[src/rtl/bpsk_symbol_slicer_pkg.sv]
// Shared types and defaults for the BPSK symbol slicer.
// The lock FSM encoding, nominal 9600 Bd constants and a symmetric clamp helper.
package bpsk_pkg;

  typedef enum logic {
    SEARCH = 1'b0,
    LOCKED = 1'b1
  } lock_state_e;

  localparam logic [31:0]        SYM_INCR_9600 = 32'd412317;
  localparam logic signed [31:0] CORR_MAX_DEF  = 32'sd536870912;

  function automatic logic signed [31:0] clamp32(input logic signed [31:0] x,
                                                input logic signed [31:0] lim);
    if (x > lim) begin
      return lim;
    end else if (x < -lim) begin
      return -lim;
    end else begin
      return x;
    end
  endfunction

endpackage

[src/rtl/bpsk_symbol_slicer_if.sv]
// Sample-in / symbol-out bundle between the Costas loop side and the slicer.
// master drives samples and enable, slave is the slicer.
interface bpsk_symbol_slicer_if;
  logic        en;
  logic [13:0] us_demodin;
  logic        bit_out;
  logic        bit_valid;
  logic        locked;
  logic [9:0]  sym_phase;

  modport master (output en, us_demodin,
                  input  bit_out, bit_valid, locked, sym_phase);
  modport slave  (input  en, us_demodin,
                  output bit_out, bit_valid, locked, sym_phase);
endinterface

[src/rtl/bpsk_symbol_slicer_zc.sv]
// Hysteresis slicer and zero-crossing timing detector.
// Produces the crossing strobe, the clamped phase correction and the lock score.
module zc_timing_detector
  import bpsk_pkg::*;
#(
  parameter logic signed [13:0] HYST     = 14'sd256,
  parameter int                 ZC_SHIFT = 2,
  parameter logic signed [31:0] CORR_MAX = CORR_MAX_DEF,
  parameter logic signed [31:0] LOCK_WIN = 32'sd268435456
) (
  input  logic               clk,
  input  logic               rst,
  input  logic               i_en,
  input  logic signed [13:0] i_sample,
  input  logic [31:0]        i_acc,
  output logic               o_zc,
  output logic signed [31:0] o_corr,
  output logic [7:0]         o_score
);

  localparam logic [31:0] LOCK_WIN_U = LOCK_WIN;

  logic               r_sgn;
  logic [7:0]         r_score;
  logic               w_sgn_nxt;
  logic               w_zc;
  logic signed [31:0] w_err;
  logic [31:0]        w_err_abs;
  logic               w_good;

  always_comb begin
    w_sgn_nxt = r_sgn;
    if (i_sample > HYST) begin
      w_sgn_nxt = 1'b1;
    end else if (i_sample < -HYST) begin
      w_sgn_nxt = 1'b0;
    end
  end

  // The ideal crossing sits at acc == 0, so the signed accumulator is the error.
  assign w_zc      = i_en & (w_sgn_nxt ^ r_sgn);
  assign w_err     = signed'(i_acc);
  assign w_err_abs = w_err[31] ? (~i_acc + 32'd1) : i_acc;
  assign w_good    = (w_err_abs < LOCK_WIN_U);

  always_ff @(posedge clk) begin
    if (rst) begin
      r_sgn   <= 1'b0;
      r_score <= 8'd0;
    end else if (i_en) begin
      r_sgn <= w_sgn_nxt;
      if (w_zc) begin
        if (w_good) begin
          r_score <= (r_score == 8'd255) ? r_score : r_score + 8'd1;
        end else begin
          r_score <= (r_score < 8'd4) ? 8'd0 : r_score - 8'd4;
        end
      end
    end
  end

  assign o_zc    = w_zc;
  assign o_corr  = clamp32(w_err >>> ZC_SHIFT, CORR_MAX);
  assign o_score = r_score;

endmodule

[src/rtl/bpsk_symbol_slicer.sv]
// BPSK symbol slicer: phase-accumulator symbol timing, integrate-and-dump, lock FSM.
// state  | meaning
// SEARCH | timing not trusted, waiting for enough good crossings
// LOCKED | crossings land near acc == 0, bits are considered valid
module bpsk_symbol_slicer
  import bpsk_pkg::*;
#(
  parameter logic [31:0]        SYM_INCR    = SYM_INCR_9600,
  parameter logic signed [13:0] HYST        = 14'sd256,
  parameter int                 ZC_SHIFT    = 2,
  parameter logic signed [31:0] CORR_MAX    = CORR_MAX_DEF,
  parameter logic signed [31:0] LOCK_WIN    = 32'sd268435456,
  parameter logic [7:0]         LOCK_THRESH = 8'd16
) (
  input  logic          clk,
  input  logic          rst,
  bpsk_symbol_slicer_if.slave bus
);

  localparam logic signed [32:0] INTEG_LIM33 = 33'sd2147483647;
  localparam logic signed [31:0] INTEG_MAX   = 32'sd2147483647;
  localparam logic [7:0]         UNLOCK_LVL  = LOCK_THRESH >> 1;

  lock_state_e        r_state;
  lock_state_e        w_state_nxt;
  logic [31:0]        r_acc;
  logic signed [31:0] r_integ;
  logic               r_bit_out;
  logic               r_bit_valid;

  logic signed [13:0] w_sample;
  logic               w_zc;
  logic signed [31:0] w_corr;
  logic [7:0]         w_score;
  logic [31:0]        w_acc_nxt;
  logic               w_wrap;
  logic signed [32:0] w_sum;
  logic signed [31:0] w_integ_sat;

  assign w_sample = {~bus.us_demodin[13], bus.us_demodin[12:0]};

  zc_timing_detector #(
    .HYST     (HYST),
    .ZC_SHIFT (ZC_SHIFT),
    .CORR_MAX (CORR_MAX),
    .LOCK_WIN (LOCK_WIN)
  ) u_zc (
    .clk      (clk),
    .rst      (rst),
    .i_en     (bus.en),
    .i_sample (w_sample),
    .i_acc    (r_acc),
    .o_zc     (w_zc),
    .o_corr   (w_corr),
    .o_score  (w_score)
  );

  assign w_acc_nxt = r_acc + SYM_INCR - (w_zc ? $unsigned(w_corr) : 32'd0);
  assign w_wrap    = r_acc[31] & ~w_acc_nxt[31];

  // 33-bit sum cannot overflow, so its sign bit is the slicer decision.
  always_comb begin
    w_sum       = {r_integ[31], r_integ} + {{19{w_sample[13]}}, w_sample};
    w_integ_sat = w_sum[31:0];
    if (w_sum > INTEG_LIM33) begin
      w_integ_sat = INTEG_MAX;
    end else if (w_sum < -INTEG_LIM33) begin
      w_integ_sat = -INTEG_MAX;
    end
  end

  always_ff @(posedge clk) begin
    if (rst) begin
      r_acc       <= 32'd0;
      r_integ     <= 32'sd0;
      r_bit_out   <= 1'b0;
      r_bit_valid <= 1'b0;
    end else if (bus.en) begin
      r_acc <= w_acc_nxt;
      if (w_wrap) begin
        r_bit_out   <= ~w_sum[32];
        r_bit_valid <= 1'b1;
        r_integ     <= 32'sd0;
      end else begin
        r_integ     <= w_integ_sat;
        r_bit_valid <= 1'b0;
      end
    end else begin
      r_bit_valid <= 1'b0;
    end
  end

  always_comb begin
    w_state_nxt = r_state;
    case (r_state)
      SEARCH:  if (w_score >= LOCK_THRESH) w_state_nxt = LOCKED;
      LOCKED:  if (w_score < UNLOCK_LVL)   w_state_nxt = SEARCH;
      default: w_state_nxt = SEARCH;
    endcase
  end

  always_ff @(posedge clk) begin
    if (rst) begin
      r_state <= SEARCH;
    end else if (bus.en) begin
      r_state <= w_state_nxt;
    end
  end

  assign bus.bit_out   = r_bit_out;
  assign bus.bit_valid = r_bit_valid;
  assign bus.locked    = (r_state == LOCKED);
  assign bus.sym_phase = r_acc[31:22];

endmodule

[src/flat_wrapper.sv]
// flat-port wrapper written by rule: the top's interface ports become plain ports
module bpsk_symbol_slicer_flat import bpsk_pkg::*;
#(
  parameter logic [31:0]        SYM_INCR    = SYM_INCR_9600,
  parameter logic signed [13:0] HYST        = 14'sd256,
  parameter int                 ZC_SHIFT    = 2,
  parameter logic signed [31:0] CORR_MAX    = CORR_MAX_DEF,
  parameter logic signed [31:0] LOCK_WIN    = 32'sd268435456,
  parameter logic [7:0]         LOCK_THRESH = 8'd16
)
  (clk, rst, bus_en, bus_us_demodin, bus_bit_out, bus_bit_valid, bus_locked, bus_sym_phase);
  bpsk_symbol_slicer_if bus_i ();
  input  logic clk;
  input  logic rst;
  input wire logic [$bits(bus_i.en)-1:0] bus_en;
  input wire logic [$bits(bus_i.us_demodin)-1:0] bus_us_demodin;
  output wire logic [$bits(bus_i.bit_out)-1:0] bus_bit_out;
  output wire logic [$bits(bus_i.bit_valid)-1:0] bus_bit_valid;
  output wire logic [$bits(bus_i.locked)-1:0] bus_locked;
  output wire logic [$bits(bus_i.sym_phase)-1:0] bus_sym_phase;
  assign bus_i.en = bus_en;
  assign bus_i.us_demodin = bus_us_demodin;
  assign bus_bit_out = bus_i.bit_out;
  assign bus_bit_valid = bus_i.bit_valid;
  assign bus_locked = bus_i.locked;
  assign bus_sym_phase = bus_i.sym_phase;
  bpsk_symbol_slicer #(.SYM_INCR(SYM_INCR), .HYST(HYST), .ZC_SHIFT(ZC_SHIFT), .CORR_MAX(CORR_MAX), .LOCK_WIN(LOCK_WIN), .LOCK_THRESH(LOCK_THRESH)) u_core (.clk(clk), .rst(rst), .bus(bus_i));
endmodule
[config.mk]
export PLATFORM = sky130hd
export DESIGN_NAME = bpsk_symbol_slicer_flat
export DESIGN_NICKNAME = d
export VERILOG_FILES = /design/src/rtl/bpsk_symbol_slicer_pkg.sv /design/src/rtl/bpsk_symbol_slicer_if.sv /design/src/rtl/bpsk_symbol_slicer_zc.sv /design/src/rtl/bpsk_symbol_slicer.sv /design/src/flat_wrapper.sv
export SDC_FILE = /design/constraint.sdc
export NUM_CORES = 1
export LEC_CHECK = 0
export CAP_MARGIN = 10
export CORE_ASPECT_RATIO = 0.5
export CORE_MARGIN = 10
export CORE_UTILIZATION = 42
export CTS_BUF_LIST = sky130_fd_sc_hd__clkbuf_8 sky130_fd_sc_hd__clkbuf_16
export DETAILED_ROUTE_END_ITERATION = 8
export HOLD_SLACK_MARGIN = 0.12
export MAX_ROUTING_LAYER = met4
export SETUP_SLACK_MARGIN = 0.3
export SYNTH_ARGS = -nofsm -noshare
export SYNTH_HDL_FRONTEND = slang
export SYNTH_HIERARCHICAL = 1
export SYNTH_SLANG_ARGS = --single-unit
[constraint.sdc]
create_clock -name clk -period 8.4 [get_ports clk]
set_input_delay 1.68 -clock clk [delete_from_list [all_inputs] [get_ports clk]]
set_output_delay 1.68 -clock clk [all_outputs]
set_load 0.02 [all_outputs]
==> summary.txt <==
Final Hold Viols -> 0
Clock buffer depth -> 2
Clock share of power -> 0.114
Max Slew Vio Count -> 0
Worst path required time -> 8650 ps
CTS tree -> yes
Critical Path Max Stage Delay -> 610 ps
Post-route DRC -> 0
Yosys top cell by area -> dfxtp_1
Drt pass-1 iters -> 5
Post-CTS setup buffers -> 0
First-pass GRT wire length -> 32,500 µm
Predominant post-synthesis flop cell -> dfxtp_1
Post-synth ARST share -> 0
Max-cap violations -> 0
Synth Cell Area -> 0.00768 mm²
Register area share after synthesis -> 0.198
GR Overflow Total -> 0
Vias per cell -> 5.66
DR vias -> 6,958
Critical Path End Type -> flop
Vias in the first global route -> 6,636
Period utilization -> 0.822
Starting Density -> 0.435
Slew at the pin closest to its max-slew limit -> 886 ps
Worst hold slack -> 460 ps
Critical path startpoint category -> input pin
# nets final -> 1,106
Port-buffer cells -> 29
Slowest cell on the critical path -> a211o_1
Worst path bufs/invs -> 4
Gr usage total -> 0.165
Post-synth EDFFs -> 0
#FFs+latches synth -> 76
Initial drt markers -> 383
Crit path cell chain -> clkdlybuf4s50_1 > nor4_1 > nand2_1 > a211o_1 > buf_4 > and2_1 > ha_1 > inv_1 > ha_1 > inv_1 > fa_1 > nand2b_1 > a21oi_1 > o22ai_1 > a211oi_1 > nor4_1 > nor2_1 > a21oi_1 > and3_1 > nand2_1 > o21ai_0
Seq pwr share -> 0.178
Max VDD drop -> 0.113 mV
Synthesis warning total -> 6
Layout cells sized above 1 -> 0.0512
Kind of critical path -> input pin to flop
Syn avg cell area -> 7.53 µm²
Area contributors post-synth -> dfxtp_1, ha_1, nand2_1, o21ai_0, nor2_1
Pleak -> 3.37 nW
CTS Root Buffer Type -> clkbuf_16
Rows -> 34
Largest net degree at the start of global routing -> 42
Layout Skew -> 5.47 ps
Peak Freq -> 0.145 GHz
Cell count after synthesis -> 1,020
Clk slew on worst S/H paths -> 60 ps
Power Dens Cells -> 427 mW/mm²
CTS Hold Bufs -> 0
H-tree lvl count -> 3
Post-DRT Antenna Nets -> 0
Num CTS Buffers -> 9
Synth cell types -> 84
Die area -> 0.0244 mm²
Worst reg-to-reg setup slack -> 3040 ps
Slew headroom -> 0.408
Worst skew pair latency -> 340 ps
CP top delay family -> simple AND/OR/NAND/NOR gates
Area grow syn2layout -> 5.93%
Maximum fanout along the worst path -> 27
Min Tclk post-route -> 6900 ps
Chip width -> 211 µm
Die height -> 116 µm
Arrival time at the worst endpoint -> 7150 ps
Top-area cell type share of the netlist area -> 0.198
HPWL after detailed placement -> 15,000 µm
Core area -> 0.0177 mm²
Switching Fraction -> 0.494
Final setup viols -> 0
Fin Setup TNS -> 0 ps
Routed wire length -> 19,800 µm
Cell-internal power -> 1.76 mW
Status -> finished, final reports clean
Worst Hold Class -> flop to flop
Net Switching -> 1.72 mW
Power share of the combinational group -> 0.708
Clk sink count -> 76
Mapped Nets -> 1,135
RSZ-0062 raised after global routing -> no
# diodes -> 0
Antenna violations before repair -> 1
Num ports -> 30
Post-CTS sizing -> 0
RD Place Congestion -> 0.870
WL/cell -> 16.1 µm
==> cells in the final DEF (no fill, tap or decap), types with 6 or more instances in the layout <==
master / netlist / final
a211oi_1: 14 / 14
a21o_1: 16 / 16
a21oi_1: 76 / 76
a31oi_1: 6 / 6
and2_1: 13 / 13
and3_1: 8 / 8
buf_4: 42 / 6
clkbuf_16: 0 / 9
clkdlybuf4s50_1: 0 / 28
dfxtp_1: 76 / 76
ha_1: 96 / 96
inv_1: 58 / 59
mux2i_1: 21 / 21
nand2_1: 107 / 107
nand2b_1: 13 / 13
nand3_1: 25 / 25
nand4_1: 11 / 11
nor2_1: 105 / 104
nor2b_1: 7 / 7
nor3_1: 19 / 19
nor4_1: 18 / 18
o211ai_1: 9 / 9
o21a_1: 9 / 9
o21ai_0: 80 / 80
o21ai_1: 9 / 9
o21bai_1: 12 / 12
or3_1: 6 / 6
xnor2_1: 36 / 36
xor2_1: 18 / 18
==> path summary, 6_finish.rpt <==
path	end	cells after the start	from
setup / recovery	u_core/r_integ[10]$_SDFFE_PP0P_	21	bus_us_demodin[1]
hold / removal	u_core/r_integ[29]$_SDFFE_PP0P_	2	u_core/r_integ[29]$_SDFFE_PP0P_
setup reg to reg	u_core/r_integ[10]$_SDFFE_PP0P_	20	u_core/u_zc/r_sgn$_SDFFE_PP0P_
hold reg to reg	u_core/r_integ[29]$_SDFFE_PP0P_	2	u_core/r_integ[29]$_SDFFE_PP0P_
==> per-layer routing <==
layer	share of wire	track usage	vias up	routed length [µm]
met4	0.013	0.0371	0	250
met1	0.49	0.205	3287	9630
met2	0.47	0.279	92	9360
met3	0.028	0.0264	24	554
met5	0	-	-	0
li1	-	-	3555	-
==> synthesized netlist by cell type, types with 11 or more instances <==
master    count
inv_1        58
clkbuf_1     25
dfxtp_1      76
buf_4        42
xnor2_1      36
a211oi_1     14
ha_1         96
xor2_1       18
mux2i_1      21
o21bai_1     12
a21o_1       16
nand2_1     107
and2_1       13
o21ai_0      80
nand4_1      11
nor3_1       19
a21oi_1      76
nand2b_1     13
nor4_1       18
nand3_1      25
nor2_1      105
==> worst min-delay path, cell delays in order (launching register included) <==
cell	delay, ps
dfxtp_1	330
nand2_1	40
o21ai_0	50
==> cells by family after synthesis <==
group | after synthesis | share of synthesized area
and+or+nand+nor | 358 | 0.225
AOI/OAI and AO/OA | 280 | 0.238
xor gates and xnor gates | 54 | 0.0615
adders and majority gates | 98 | 0.162
buffers and inverters | 133 | 0.0887
DFF | 76 | 0.198
muxes | 21 | 0.0274
==> power by group through the flow <==
stage,clock network [mW],logic (mW),registers [mW]
6_report,0.396,2.46,0.619
5_1_grt,0.425,2.75,0.636
4_1_cts,0.409,2.45,0.619
3_5_place_dp,0,2.43,0.626
3_3_place_gp,0,2.41,0.624
2_1_floorplan,0,2.07,0.586
==> per-stage QoR <==
| step | setup slack [ps] | utilization | area, µm² | std cells | power (mW) |
|---|---|---|---|---|---|
| after floorplan | 2640 | - | 7680 | 1020 | 2.66 |
| after global placement | 1230 | 0.444 | 7850 | 1214 | 3.04 |
| after detailed placement | 1110 | 0.444 | 7850 | 1214 | 3.06 |
| after CTS | 1450 | 0.461 | 8140 | 1230 | 3.48 |
| after global routing | 1040 | 0.461 | 8140 | 1230 | 3.82 |
| final | 1500 | 0.461 | 8140 | 1230 | 3.47 |
==> area by class of cell <==
cell class	instances	area, µm²
Clock buffer	9	225
Clock inverter	7	68.8
Fill cell	1796	9510
Inverter	58	218
Multi-Input combinational cell	811	5480
Sequential cell	76	1520
Tap cell	234	293
Timing Repair Buffer	35	330
==> flip-flops by register name, indices dropped and copies added (netlist names) <==
signal and flops:
u_core/u_zc/r_sgn 1, u_core/u_zc/o_score 8, u_core/r_integ 32, u_core/bus.bit_valid 1, u_core/r_acc 32, u_core/bus.locked 1
u_core/bus.bit_out 1
Note: power is estimated with default switching activity, not from simulation.
